==> src/rtl/sel_mux_pipe.sv <==
// rtl/sel_mux_pipe.sv - N-to-1 select mux on a registered valid/ready boundary with a 2-entry skid buffer
`timescale 1ns/1ps

module sel_mux_pipe #(
  parameter int WIDTH  = 32,
  parameter int NUM_IN = 4,
  parameter int SEL_W  = $clog2(NUM_IN)
) (
  input  logic                    clk,
  input  logic                    rst_n,
  input  logic [NUM_IN*WIDTH-1:0] in_data_i,
  input  logic [SEL_W-1:0]        sel_i,
  input  logic                    in_valid_i,
  output logic                    in_ready_o,
  output logic [WIDTH-1:0]        out_data_o,
  output logic [SEL_W-1:0]        out_sel_o,
  output logic                    out_err_o,
  output logic                    out_valid_o,
  input  logic                    out_ready_i
);

  typedef enum logic [1:0] {
    EMPTY = 2'd0,
    ONE   = 2'd1,
    TWO   = 2'd2
  } state_e;

  state_e             state_q;
  logic               in_ready_q;
  logic               out_valid_q;
  logic [WIDTH-1:0]   main_data_q;
  logic [SEL_W-1:0]   main_sel_q;
  logic               main_err_q;
  logic [WIDTH-1:0]   skid_data_q;
  logic [SEL_W-1:0]   skid_sel_q;
  logic               skid_err_q;

  logic [WIDTH-1:0]   word_d;
  logic               err_d;

  // A select with no matching input yields a zero word flagged as an error,
  // so non-power-of-2 configurations never alias onto a real input.
  always_comb begin
    word_d = '0;
    err_d  = 1'b1;
    for (int k = 0; k < NUM_IN; k++) begin
      if (sel_i == SEL_W'(k)) begin
        word_d = in_data_i[k*WIDTH +: WIDTH];
        err_d  = 1'b0;
      end
    end
  end

  // in_ready_q and out_valid_q track the state so both handshake outputs
  // come straight from flops.
  always_ff @(posedge clk or negedge rst_n) begin
    if (!rst_n) begin
      state_q     <= EMPTY;
      in_ready_q  <= 1'b1;
      out_valid_q <= 1'b0;
      main_data_q <= '0;
      main_sel_q  <= '0;
      main_err_q  <= 1'b0;
      skid_data_q <= '0;
      skid_sel_q  <= '0;
      skid_err_q  <= 1'b0;
    end else begin
      case (state_q)
        EMPTY: begin
          if (in_valid_i) begin
            main_data_q <= word_d;
            main_sel_q  <= sel_i;
            main_err_q  <= err_d;
            state_q     <= ONE;
            out_valid_q <= 1'b1;
          end
        end
        ONE: begin
          if (in_valid_i && out_ready_i) begin
            main_data_q <= word_d;
            main_sel_q  <= sel_i;
            main_err_q  <= err_d;
          end else if (in_valid_i) begin
            skid_data_q <= word_d;
            skid_sel_q  <= sel_i;
            skid_err_q  <= err_d;
            state_q     <= TWO;
            in_ready_q  <= 1'b0;
          end else if (out_ready_i) begin
            state_q     <= EMPTY;
            out_valid_q <= 1'b0;
          end
        end
        TWO: begin
          if (out_ready_i) begin
            main_data_q <= skid_data_q;
            main_sel_q  <= skid_sel_q;
            main_err_q  <= skid_err_q;
            state_q     <= ONE;
            in_ready_q  <= 1'b1;
          end
        end
        default: begin
          state_q     <= EMPTY;
          in_ready_q  <= 1'b1;
          out_valid_q <= 1'b0;
        end
      endcase
    end
  end

  assign in_ready_o  = in_ready_q;
  assign out_valid_o = out_valid_q;
  assign out_data_o  = main_data_q;
  assign out_sel_o   = main_sel_q;
  assign out_err_o   = main_err_q;

endmodule
==> config.mk <==
export PLATFORM = sky130hd
export DESIGN_NAME = sel_mux_pipe
export DESIGN_NICKNAME = d
export VERILOG_FILES = /design/src/rtl/sel_mux_pipe.sv
export SDC_FILE = /design/constraint.sdc
export NUM_CORES = 1
export LEC_CHECK = 0
export BUFFER_PORTS_ARGS = -buffer_cell sky130_fd_sc_hd__buf_2
export CAP_MARGIN = 20
export CORE_MARGIN = 4
export CORE_UTILIZATION = 25
export DETAILED_ROUTE_END_ITERATION = 16
export PLACE_DENSITY = 0.52
export SYNTH_ARGS = -nofsm -noshare
export SYNTH_HDL_FRONTEND = slang
export SYNTH_SLANG_ARGS = --single-unit
export TNS_END_PERCENT = 5
==> constraint.sdc <==
create_clock -name clk -period 1.65 [get_ports clk]
set_input_delay 0.33 -clock clk [delete_from_list [all_inputs] [get_ports clk]]
set_output_delay 0.33 -clock clk [all_outputs]
set_load 0.02 [all_outputs]
==> impl.org, run 1 <==
** Worst setup path
- The endpoint identified for the worst register-to-register timing path is out_data_o[31].
- Reg2reg path depth :: 5
- Worst-path fanout max :: 8
- STA classifies the critical path endpoint as a flop.
- Reg-to-reg slack, setup :: between 0.04 and 0.05 ns
- CP max stage delay :: 0.39 ns
- Among all stages on the critical path, the largest delay is contributed by sky130_fd_sc_hd__dfrtp_1.
- Family with the most delay on the worst path :: compound AO/OA/AOI/OAI gates
- Cell-by-cell listing of the critical path :: buf_4 > and2b_1 > a21oi_4 > buf_4 > a221o_1
- Critical path buffer and inverter count :: 2
- The startpoint identified for the worst register-to-register timing path is state_q[1].
- Critical path data arrival time :: around 1.8 ns
- Crit path required time :: around 1.9 ns
- Among the stages of the critical path, the cell type that occurs most often is sky130_fd_sc_hd__buf_4.
- The critical path is of the flop to flop type.
- The worst setup path is launched from a flop.

** Logic synthesis
- The cell area that synthesis handed to floorplanning was 3980 µm².
- The number of different library cells used by synthesis comes to 28.
- Summing the sequential cell areas from Yosys gives 46.6% of the chip area.
- Average cell area after synthesis :: between 15 and 20 µm²
- Ys Warns :: 0
- Net count after synthesis :: just under 400
- Synthesis-stage register bit count :: 74
- Mapped Cells :: about 260

** Routing
- Post-detailed-routing wire length :: around 12000 µm
- Number of DRC violations after detailed routing :: 0
- Detailed-route vias per instance :: ~5
- Antenna violation net count after detailed routing :: 0
- Dividing the detail-routed wire length by the instance count gives roughly 18 µm.
- Via count :: around 3.2k
- Before antenna repair, the detailed router went through 4 iterations.
- Number of design-rule violations left by the first detailed-router iteration :: approximately 160

** Cells and area
- The sequential cells in the finished layout cover a total of 1850 µm².
- Diode count :: 0
- The library cells used most frequently in the layout, excluding fill and tap cells, are 169 x sky130_fd_sc_hd__buf_2, 73 x sky130_fd_sc_hd__dfrtp_1, 38 x sky130_fd_sc_hd__mux2_2, 33 x sky130_fd_sc_hd__and4b_1, 32 x sky130_fd_sc_hd__a221o_1.
- Share of cells above drive strength 1 :: a little over three fifths
- Fillcell total :: 1513
- Final layout net count :: 564
- From synthesis to final layout, the design area changed by 39.0%.
- Area of the multi-input gates :: slightly below 2000 µm²
- The library cell used most frequently in the layout, excluding fill and tap cells, is sky130_fd_sc_hd__buf_2.

** Pwr
- IR analysis of the VDD net gives a maximum drop of approximately 0.00044 V.
- Static leakage power :: 0.00260 µW
- In this run, the combinational gates consume 31.6% of the power.
- Power spread over the standard cell area amounts to around 1300 nW/µm².
- Portion of total power attributed to sequential cells :: between 30 and 40%
- For this design the total switching power over the nets is 2330 µW.
- The internal power of the cells totals around 5100 µW.
- Of the total power, the share spent switching nets is 31.3%.
- Part of the power in the clock network :: 29.0%

** Global route
- Number of antenna violations at the first check in global routing :: 0
- The first global-routing pass estimated 18600 µm of wire.
- Via count of the first global-routing pass :: between 3k and 4k
- Overall Global Routing Usage :: roughly an eighth
- Largest net degree at the start of global routing :: 39
- Summed over all layers, the global routing overflow is 0.

** Timing
- Shortest period the worst path allows :: approximately 1.6 ns
- Final setup margin :: between 0.04 and 0.05 ns
- Transition at the pin with the smallest max-transition slack :: 0.846 ns
- Worst clock skew :: roughly 0.0045 ns
- After layout, the worst path uses between 90% and 100% of the clock period.
- The number of hold-slack violations in the final timing report was 0.
- Max Transition Viols Final :: 0
- Final Setup Violations :: 0
- Setup repair after global routing could not meet its margin everywhere.
- Min Hold Slack :: between 0.2 and 0.25 ns
- Static timing analysis puts the maximum clock frequency at between 600 and 700 MHz.
- Measured against its own limit, the worst slew margin works out to 43.4%.

** Clock tree
- Clock tree from TritonCTS :: yes
- Counting every sink on the clock net gives 74.
- Clock-pin slew of the registers on the worst-case setup and hold paths :: around 0.060 ns
- In this run the number of H-tree levels came out at 3.
- Clock root buffer :: sky130_fd_sc_hd__clkbuf_16
- Number of buffers created by CTS :: 9
- Post-CTS setup repair buffer count :: 0
- Max clock buf depth :: 2
- The clock reaches the later pin of the worst-skew pair after between 0.3 and 0.4 ns.

** Floorplan
- Placement row count :: 45
- Top Ports :: ~170
- From bottom edge to top edge, the die measures 134 µm.
- Once the floorplan was initialized, standard cells occupied ~26% of the core.
- Floorplan die area :: 18000 µm²
- Floorplan die width :: 134 µm
- Core outline area :: 15400 µm²

** Status
- Outcome :: finished, final reports clean

** Placed design
- Buffers on Ports :: 170
- Gp weighted congestion :: roughly 0.74
- Worst Setup Slack post-DPL :: -0.110 ns
- Detailed placement finished with a half-perimeter wire length of between 8000 and 9000 µm.

** Worst hold path
- Number of stages on the worst hold path :: 2
- The worst hold path terminates at state_q[1].
- Hold path startpoint :: out_ready_i
- In this run the worst hold path is classified as input pin to flop.

** Flow run
- Number of max-capacitance violations reported :: 0
[flip-flops by register name, indices dropped and copies added, names as in the netlist]
signal       count
out_err_o        1
out_valid_o      1
in_ready_o       1
out_data_o      32
skid_data_q     32
skid_err_q       1
skid_sel_q       2
out_sel_o        2
state_q          2
[metrics by stage]
| stage | total power, µW | setup TNS, ns | instance area [µm²] | util, % | cells |
|---|---|---|---|---|---|
| 2_1_floorplan | 4380 | 0 | 3980 | - | 259 |
| 3_3_place_gp | 5290 | -2.11 | 5180 | 33.7 | 629 |
| 5_1_grt | 7880 | -1.08 | 5530 | 36.0 | 646 |
| 4_1_cts | 7540 | 0 | 5530 | 36.0 | 646 |
| 3_5_place_dp | 5340 | -2.37 | 5180 | 33.7 | 629 |
| 6_report | 7430 | 0 | 5530 | 36.0 | 646 |
[cells in the mapped netlist]
cell type / n / share of area [%]
sky130_fd_sc_hd__clkbuf_1: 16 / 1.5
sky130_fd_sc_hd__dfstp_2: 1 / 0.66
sky130_fd_sc_hd__mux4_1: 4 / 2.6
sky130_fd_sc_hd__buf_12: 2 / 1.0
sky130_fd_sc_hd__nand3b_1: 1 / 0.19
sky130_fd_sc_hd__dfrtp_1: 73 / 46
sky130_fd_sc_hd__nor2b_1: 2 / 0.31
sky130_fd_sc_hd__nand2b_1: 4 / 0.63
sky130_fd_sc_hd__and2b_1: 1 / 0.19
sky130_fd_sc_hd__mux4_2: 28 / 16
sky130_fd_sc_hd__a21o_1: 1 / 0.19
sky130_fd_sc_hd__and3b_1: 1 / 0.22
sky130_fd_sc_hd__buf_6: 2 / 0.57
sky130_fd_sc_hd__buf_2: 7 / 0.88
sky130_fd_sc_hd__a221o_1: 32 / 8.1
sky130_fd_sc_hd__mux2i_1: 1 / 0.25
sky130_fd_sc_hd__o21ai_0: 1 / 0.13
sky130_fd_sc_hd__buf_1: 1 / 0.094
sky130_fd_sc_hd__nor2_1: 2 / 0.19
sky130_fd_sc_hd__o22ai_1: 2 / 0.31
sky130_fd_sc_hd__nor2_2: 1 / 0.16
sky130_fd_sc_hd__and4b_1: 33 / 8.3
sky130_fd_sc_hd__a21oi_1: 1 / 0.13
sky130_fd_sc_hd__a21boi_0: 1 / 0.19
sky130_fd_sc_hd__a21oi_2: 1 / 0.22
sky130_fd_sc_hd__o32a_1: 1 / 0.25
sky130_fd_sc_hd__clkbuf_2: 1 / 0.13
sky130_fd_sc_hd__mux2_2: 38 / 11
[routing by layer]
metal  wire, µm  global-route usage (%)
met1       5180                    17.4
met2       5560                    21.3
met3        807                    3.75
met4        119                    3.62
met5          0                       0
[cell type report]
class / count / share of cell area [%]
multi-input cells: 156 / 35.9
flip-flops and latches: 74 / 33.5
repair buffers: 189 / 19.9
well taps: 211 / 4.78
clock buffers: 10 / 4.32
clock inverters: 6 / 1.61
[power groups by stage]
stage / sequential, µW / clock, µW / combinational [µW]
4_1_cts: 2930 / 2210 / 2400
3_5_place_dp: 2950 / 0 / 2390
6_report: 2930 / 2150 / 2350
5_1_grt: 3020 / 2300 / 2560
2_1_floorplan: 3230 / 0 / 1150
3_3_place_gp: 2940 / 0 / 2360
[logic make-up after synthesis]
kind of cell	share of synthesized area [%]
flops	46.6
compound gates	9.47
mux	29.5
buf+inv	4.19
simple gates	10.2
[repair_timing]
action,in CTS,in global routing
cloned,0,0
gates resized for setup,2,0
endpoints found under the hold margin,16,0
hold buffers,1,0
setup endpoints to repair,26,32
pin swaps,1,12
[worst max-delay path by stage]
stage          cells past startpoint  slack (ns)        endpoint        from
2_1_floorplan                      4        0.05  out_data_o[14]    sel_i[1]
3_3_place_gp                       4       -0.07   out_data_o[9]  in_valid_i
3_5_place_dp                       4       -0.11  out_data_o[20]    sel_i[0]
4_1_cts                            3        0.02   out_data_o[4]  state_q[0]
5_1_grt                            3       -0.06  out_data_o[16]  state_q[1]
6_report                           5        0.05  out_data_o[31]  state_q[1]
Note: power is estimated with default switching activity, not from simulation.
==> run 2, diff against run 1 <==
--- a/config.mk
+++ b/config.mk
@@ -10,7 +10,7 @@
 export CORE_MARGIN = 4
 export CORE_UTILIZATION = 25
 export DETAILED_ROUTE_END_ITERATION = 16
-export PLACE_DENSITY = 0.52
+export PLACE_DENSITY_LB_ADDON = 0.1
 export SYNTH_ARGS = -nofsm -noshare
 export SYNTH_HDL_FRONTEND = slang
 export SYNTH_SLANG_ARGS = --single-unit
==> run 2 against run 1 <==
  * Die area is the same
  * Fmax grew 1.3%
  * Wire length grew 3.0%
  * Cell area grew 0.70%
  * Non-clock buffer count grew 7
  * Power shrank 1.3%
  * Register-to-register slack gained 0.02 ns
  * Worst setup slack gained 0.021 ns
  * Critical endpoint is now out_data_o[28]
==> impl.org, run 2 (same netlist as run 1, synthesis figures left out) <==
** Status
- The run finished with clean final reports.

** Routing
- The remaining antenna violation count after routing was 0 (unchanged).
- Wire length per cell after detailed routing :: 18.4 µm (+1.7%)
- Post-detailed-routing wire length :: 12000 µm (+3.0%)
- The per-cell via count in the routed design was 4.83 (-2.1%).
- Number of design-rule violations left by the first detailed-router iteration :: 139 (-10%)
- The number of remaining DRC errors is 0 (unchanged).
- The number of vias after detailed routing was 3158 (-0.88%).
- Detailed-router iteration count before antenna repair :: 6 (+2)

** Worst setup path
- Crit path required time :: 1.86 ns (about the same)
- Broken down by cell family, the worst path's largest delay share belongs to compound AO/OA/AOI/OAI gates.
- The worst setup path is captured at a flop.
- The top fanout value on the critical path came to 11 (+3).
- Category of the worst setup path launch point :: flop
- The buffers plus inverters on the worst setup path is 2 (unchanged).
- Among all stages on the critical path, the largest delay is contributed by sky130_fd_sc_hd__dfrtp_1.
- The critical path in this run is classified as flop to flop.
- Critical path data arrival time :: 1.80 ns (-0.02 ns)
- The biggest cell delay along the critical path came to 0.37 ns (-0.02 ns).
- Cell-by-cell listing of the critical path :: buf_4 > and2b_2 > a21oi_4 > buf_4 > a221o_1
- Most frequent CP cell :: sky130_fd_sc_hd__buf_4

** Pwr
- The switching share of power came to 31.5% (+0.19 points).
- The leakage power was 0.00263 µW (+1.3%).
- The clock share of power was 27.2% (-1.8 points).
- The sequential fraction of design power is 39.6% (+0.2 points).
- PD cells :: 1320 nW/µm² (-2.0%)
- Switching power :: 2310 µW (-0.67%)
- The combinational cell fraction of total power is 33.2% (+1.6 points).
- The design internal power is 5030 µW (-1.5%).
- PnR Total Power :: 7340 µW (-1.3%)
- The worst vdd rail ir drop is 0.000475 V (+6.8%).

** Cells and area
- Final layout net count :: 572 (+1.4%)
- In the layout the commonest cells are 169 x sky130_fd_sc_hd__buf_2, 73 x sky130_fd_sc_hd__dfrtp_1, 38 x sky130_fd_sc_hd__mux2_2, 33 x sky130_fd_sc_hd__and4b_1, 32 x sky130_fd_sc_hd__a221o_1.
- From synthesis to final layout, the design area changed by 40.0%.
- The library cell used most frequently in the layout, excluding fill and tap cells, is sky130_fd_sc_hd__buf_2.
- Diode count :: 0 (unchanged)
- Share of cells above drive strength 1 :: 63.9% (+0.66 points)

** Flow run
- Number of max-capacitance violations reported :: 0 (unchanged)

** Clock tree
- Clock root buffer :: sky130_fd_sc_hd__clkbuf_16
- Clock Latency Late Sink :: 0.33 ns (about the same)
- TritonCTS built the clock tree.
- The number of setup buffers added after CTS was 0 (unchanged).
- The TritonCTS sink count is 74 (unchanged).
- Number of buffers created by CTS :: 9 (unchanged)
- The number of buffers on the longest clock path is 2 (unchanged).
- Clock-pin slew of the registers on the worst-case setup and hold paths :: 0.05 ns (about the same)
- Clock H-tree levels :: 3 (unchanged)

** Placed design
- The final weighted congestion in routability-driven placement was 0.678 (-8.1%).
- The number of buffers inserted by port buffering is 170 (unchanged).
- The post-detailed-placement half-perimeter wirelength came to 8530 µm (-0.21%).

** Timing
- The actual slew at the worst max-slew pin was 0.566 ns (-0.281 ns).
- Min Hold Slack :: 0.385 ns (+0.156 ns)
- The clock tree skew after final layout is 0.00403 ns (-0.000442 ns).
- RSZ-0062 raised after global routing :: yes
- The post-route minimum period was 1.58 ns (-0.0206 ns).
- The count of endpoints failing setup in the final report is 0 (unchanged).
- Final hold violation count :: 0 (unchanged)
- The post-route clock period utilization was 95.9% (-1.3 points).
- The worst-case headroom to the max-slew limit is 62.2% (+19 points).
- Max Transition Viols Final :: 0 (unchanged)
- Highest attainable clock frequency :: 632 MHz (+1.3%)
- The setup TNS after final layout was 0 ns (unchanged).

** Floorplan
- Placement row count :: 45 (unchanged)
- The placeable core region was 15400 µm² (unchanged).
- Floorplan die area :: 18000 µm² (unchanged)
- The starting utilization of the core area was 25.9% (unchanged).
- The boundary pin count came to 171 (unchanged).
- The width of the die is 134 µm (unchanged).
- The vertical extent of the die came to 134 µm (unchanged).

** Global route
- The number of antenna violations at the first check in global routing came to 0 (unchanged).
- Overall Global Routing Usage :: 13.5% (+0.35 points)
- The first-pass GRT wire length is 18700 µm (+0.70%).
- The total global routing overflow was 0 (unchanged).
- The largest net degree at the start of global routing was 33 (-15%).
- Via count of the first global-routing pass :: 3410 (+1.1%)

** Worst hold path
- Tightest Hold Check Type :: input pin to flop
-- run 2: layout make-up --
| class | count | area, µm² |
|---|---|---|
| multi-input cells | 157 | 2010 |
| clock buffers | 14 | 264 |
| flip-flops and latches | 74 | 1850 |
| well taps | 211 | 264 |
| clock inverters | 2 | 35.0 |
| fillers | 1514 | 9810 |
| repair buffers | 196 | 1140 |
-- run 2: per-layer routing --
metal	wire length, µm	track usage (%)
met1	5480	17.6
met2	5660	21.6
met3	654	3.38
met4	229	5.49
met5	0	0
-- run 2: through the flow --
step,setup slack (ns),utilization [%],cell area (µm²),std cells
after floorplan,0.0482,-,3980,259
after global placement,-0.0832,34.0,5220,636
after detailed placement,-0.0947,34.0,5220,636
after CTS,-0.0413,36.1,5550,653
after global routing,-0.00558,36.2,5570,654
final,0.0680,36.2,5570,654
-- run 2: final timing paths --
path	depth (start not counted)	to	slack, ns	startpoint
setup / recovery	5	out_data_o[28]	0.07	state_q[1]
hold / removal	3	state_q[1]	0.38	in_valid_i
setup reg to reg	5	out_data_o[28]	0.07	state_q[1]
hold reg to reg	1	skid_err_q	0.49	skid_err_q
max in group asynchronous	3	in_ready_o	0.61	rst_n
min in group asynchronous	2	skid_data_q[2]	0.46	rst_n
-- run 2: power groups by stage --
stage	sequential, µW	clock, µW	combinational, µW
floorplan	3230	0	1150
global placement	2930	0	2400
detailed placement	2930	0	2460
CTS	2910	2070	2470
global route	3010	2150	2650
finish	2910	2000	2440
-- run 2: repair_timing --
action | CTS | global route
pin swaps | 6 | 1
hold buffers | 1 | 0
cloned | 0 | 1
setup endpoints to repair | 32 | 34
hold endpoints to repair | 25 | 0
gates resized for setup | 3 | 3
-- run 2: worst min-delay path: stages --
cell                       delay [ns]
sky130_fd_sc_hd__buf_2           0.14
sky130_fd_sc_hd__nand2b_4        0.12
sky130_fd_sc_hd__o22ai_1         0.08
==> run 3, diff against run 2 <==
--- a/config.mk
+++ b/config.mk
@@ -10,7 +10,7 @@
 export CORE_MARGIN = 4
 export CORE_UTILIZATION = 25
 export DETAILED_ROUTE_END_ITERATION = 16
-export PLACE_DENSITY_LB_ADDON = 0.1
+export SKIP_LAST_GASP = 1
 export SYNTH_ARGS = -nofsm -noshare
 export SYNTH_HDL_FRONTEND = slang
 export SYNTH_SLANG_ARGS = --single-unit
==> run 3 against run 2 <==
  * The flow now finishes with violations (negative setup slack)
  * Final cell count fell by 0.92%
  * Sequential share of layout area rose by 0.59 points
  * Count of clock-buffer cells in the layout fell by 4
  * Flip-flop and latch count did not move
  * Via count rose by 2.7%
  * Wire length rose by 3.0%
  * Global-route usage rose by 0.27 points
  * Register-to-register slack got worse by 0.13 ns
  * Clock skew barely moved
  * Largest cell class unchanged
  * Largest power group unchanged
==> impl.org, run 3 (same netlist as run 1, synthesis figures left out) <==
** Worst hold path
- The path with the worst hold slack has its endpoint at in_ready_o.
- Number of stages on the worst hold path :: 3 (unchanged)
- The worst hold path begins at in_valid_i.
- Tightest Hold Check Type :: input pin to flop

** Timing
- Crit share post-route :: 104% (+8.1 points)
- Transition at the pin with the smallest max-transition slack :: 0.943 ns (+0.377 ns)
- Relative max-transition margin :: 37.0% (-25 points)
- Final Setup Violations :: 26 (+26)
- Setup repair after global routing could not meet its margin everywhere.
- The highest clock rate is 583 MHz (-7.8%).
- Worst clock skew :: 0.00380 ns (-0.000226 ns)
- The total count of max-transition violations in the final report was 0 (unchanged).
- The number of hold-slack violations in the final timing report came to 0 (unchanged).
- Min Hold Slack :: 0.403 ns (+0.0181 ns)
- Shortest period the worst path allows :: 1.72 ns (+0.134 ns)
- Final setup margin :: -0.0664 ns (-0.134 ns)

** Cells and area
- The final instance area came to 5470 µm² (-1.8%).
- Leading cell types in the layout, fill and taps excluded :: 169 x sky130_fd_sc_hd__buf_2, 73 x sky130_fd_sc_hd__dfrtp_1, 38 x sky130_fd_sc_hd__mux2_2, 33 x sky130_fd_sc_hd__and4b_1, 32 x sky130_fd_sc_hd__a221o_1
- The filler cell count in the final layout came to 1508 (-0.40%).
- Most common cell after layout, fill and taps aside :: sky130_fd_sc_hd__buf_2
- Share of cells above drive strength 1 :: 63.2% (-0.72 points)
- Area growth syn-to-layout :: 37.6%
- The final design utilization was 35.6% (-0.64 points).
- Area of the multi-input gates :: 1980 µm² (-1.7%)
- The sequential cell area is 1850 µm² (unchanged).
- The antenna diode instance count is 0 (unchanged).
- Final layout net count :: 568 (-0.70%)

** Floorplan
- Placement row count :: 45 (unchanged)
- Top Ports :: 171 (unchanged)
- The width of the die was 134 µm (unchanged).
- The starting utilization of the core area was 25.9% (unchanged).
- The vertical extent of the die was 134 µm (unchanged).
- The die area came to 18000 µm² (unchanged).
- Core outline area :: 15400 µm² (unchanged)

** Global route
- The number of antenna violations at the first check in global routing is 1 (+1).
- The total global routing overflow came to 0 (unchanged).
- The largest net degree at the start of global routing is 33 (unchanged).
- Via count of the first global-routing pass :: 3494 (+2.5%)
- The global-route usage over all layers is 13.8% (+0.27 points).
- First-pass GRT wire length :: 19100 µm (+1.8%)

** Clock tree
- The number of buffers on the longest clock path was 2 (unchanged).
- Number of buffers created by CTS :: 9 (unchanged)
- Clock tree from TritonCTS :: yes
- The H-tree depth came to 3 (unchanged).
- The root buffer cell chosen for the clock tree is sky130_fd_sc_hd__clkbuf_16.
- The TritonCTS sink count was 74 (unchanged).
- Clock Latency Late Sink :: 0.34 ns (about the same)
- The clock edge transition at the registers on the reported setup and hold paths was 0.06 ns (about the same).

** Routing
- The number of vias after detailed routing was 3244 (+2.7%).
- The per-cell via count in the routed design came to 5.01 (+3.7%).
- The average routed wire per standard cell was 19.1 µm (+4.0%).
- Detailed-router iteration count before antenna repair :: 4 (-2)
- The starting DRC count in detailed routing came to 115 (-17%).
- The remaining antenna violation count after routing is 0 (unchanged).
- The number of remaining DRC errors was 0 (unchanged).
- Post-detailed-routing wire length :: 12400 µm (+3.0%)

** Worst setup path
- The setup path with the least slack is of type flop to flop.
- The biggest cell delay along the critical path was 0.73 ns (+0.36 ns).
- Critical path buffer and inverter count :: 0 (-2)
- Reg-to-reg slack, setup :: -0.07 ns (-0.13 ns)
- Critical path data arrival time :: 1.99 ns (+0.19 ns)
- The critical path required time is 1.92 ns (+0.06 ns).
- Destination of the worst register-to-register timing path :: out_data_o[0]
- Walking the worst path, the cells encountered are nand2b_1 > nor2_4 > a221o_1.
- The worst setup path is launched from a flop.
- The top fanout value on the critical path was 32 (+21).
- The worst setup path is captured at a flop.
- On the critical path, the stage with the largest delay is an instance of sky130_fd_sc_hd__nor2_4.
- Family with the most delay on the worst path :: simple AND/OR/NAND/NOR gates
- The cell depth of the worst flop-to-flop path came to 3 (-2).
- The startpoint identified for the worst register-to-register timing path is state_q[1].

** Placed design
- Hpwl dp :: 8880 µm (+4.1%)
- Gp weighted congestion :: 0.718 (+6.0%)
- Buffers on Ports :: 170 (unchanged)
- The standard cell area after detailed placement is 5200 µm² (-0.43%).

** Pwr
- The leakage power was 0.00259 µW (-1.6%).
- PD cells :: 1300 nW/µm² (-1.4%)
- Max rail drop VDD :: 0.000474 V (-0.19%)

** Status
- Outcome :: complete, but fails checks
- Violations in the final reports :: negative setup slack

** Flow run
- Number of max-capacitance violations reported :: 0 (unchanged)
==> run 3: timing repair <==
| item | in CTS | in global routing |
|---|---|---|
| cloned | 0 | 0 |
| buffers inserted | 0 | 0 |
| setup endpoints to repair | 32 | 32 |
| resized for setup | 0 | 0 |
| endpoints found under the hold margin | 26 | 0 |
| hold buffers | 1 | 0 |
==> run 3: area by class of cell <==
type	count	share of cell area, %
clock inverters	4	0.366
clock buffers	10	4.37
flip-flops and latches	74	33.9
multi-input cells	156	36.1
repair buffers	193	20.4
well taps	211	4.83
==> run 3: worst max-delay path by stage <==
stage | start | to | cells past startpoint
2_1_floorplan | sel_i[1] | out_data_o[14] | 4
3_3_place_gp | sel_i[0] | out_data_o[19] | 4
3_5_place_dp | sel_i[0] | out_data_o[15] | 4
4_1_cts | state_q[1] | out_data_o[15] | 3
5_1_grt | state_q[1] | out_data_o[15] | 3
6_report | state_q[1] | out_data_o[0] | 3
==> run 3: metal layers <==
layer	wire length (µm)	GRT usage (%)	vias to the layer above	part of all wire, %
met4	120	3.56	2	0.97
met2	6190	23.3	139	50
li1	-	-	1437	-
met1	5220	16.8	1653	42
met3	838	4.88	13	6.8
met5	12	0	-	0.097
==> run 3: tightest hold or removal path, delay by kind of cell <==
family,cells,cell delay [ns]
AO/OA/AOI/OAI,2,0.26
buffers and inverters,1,0.14
==> run 3: power by group <==
| group | switching (µW) | leakage [µW] | internal [µW] | total, µW |
|---|---|---|---|---|
| clock network | 751 | 0.000134 | 1030 | 1780 |
| registers | 377 | 0.000893 | 2540 | 2920 |
| logic | 1210 | 0.00157 | 1200 | 2410 |
==> run 3: stage by stage <==
step	cells	setup TNS (ns)	worst slack, ns	total power, µW
floorplan	259	0	0.0482	4380
global placement	633	-1.09	-0.0490	5300
detailed placement	633	-2.34	-0.0883	5390
CTS	648	-1.66	-0.0834	7220
global route	648	-3.69	-0.140	7490
finish	648	-0.987	-0.0664	7110
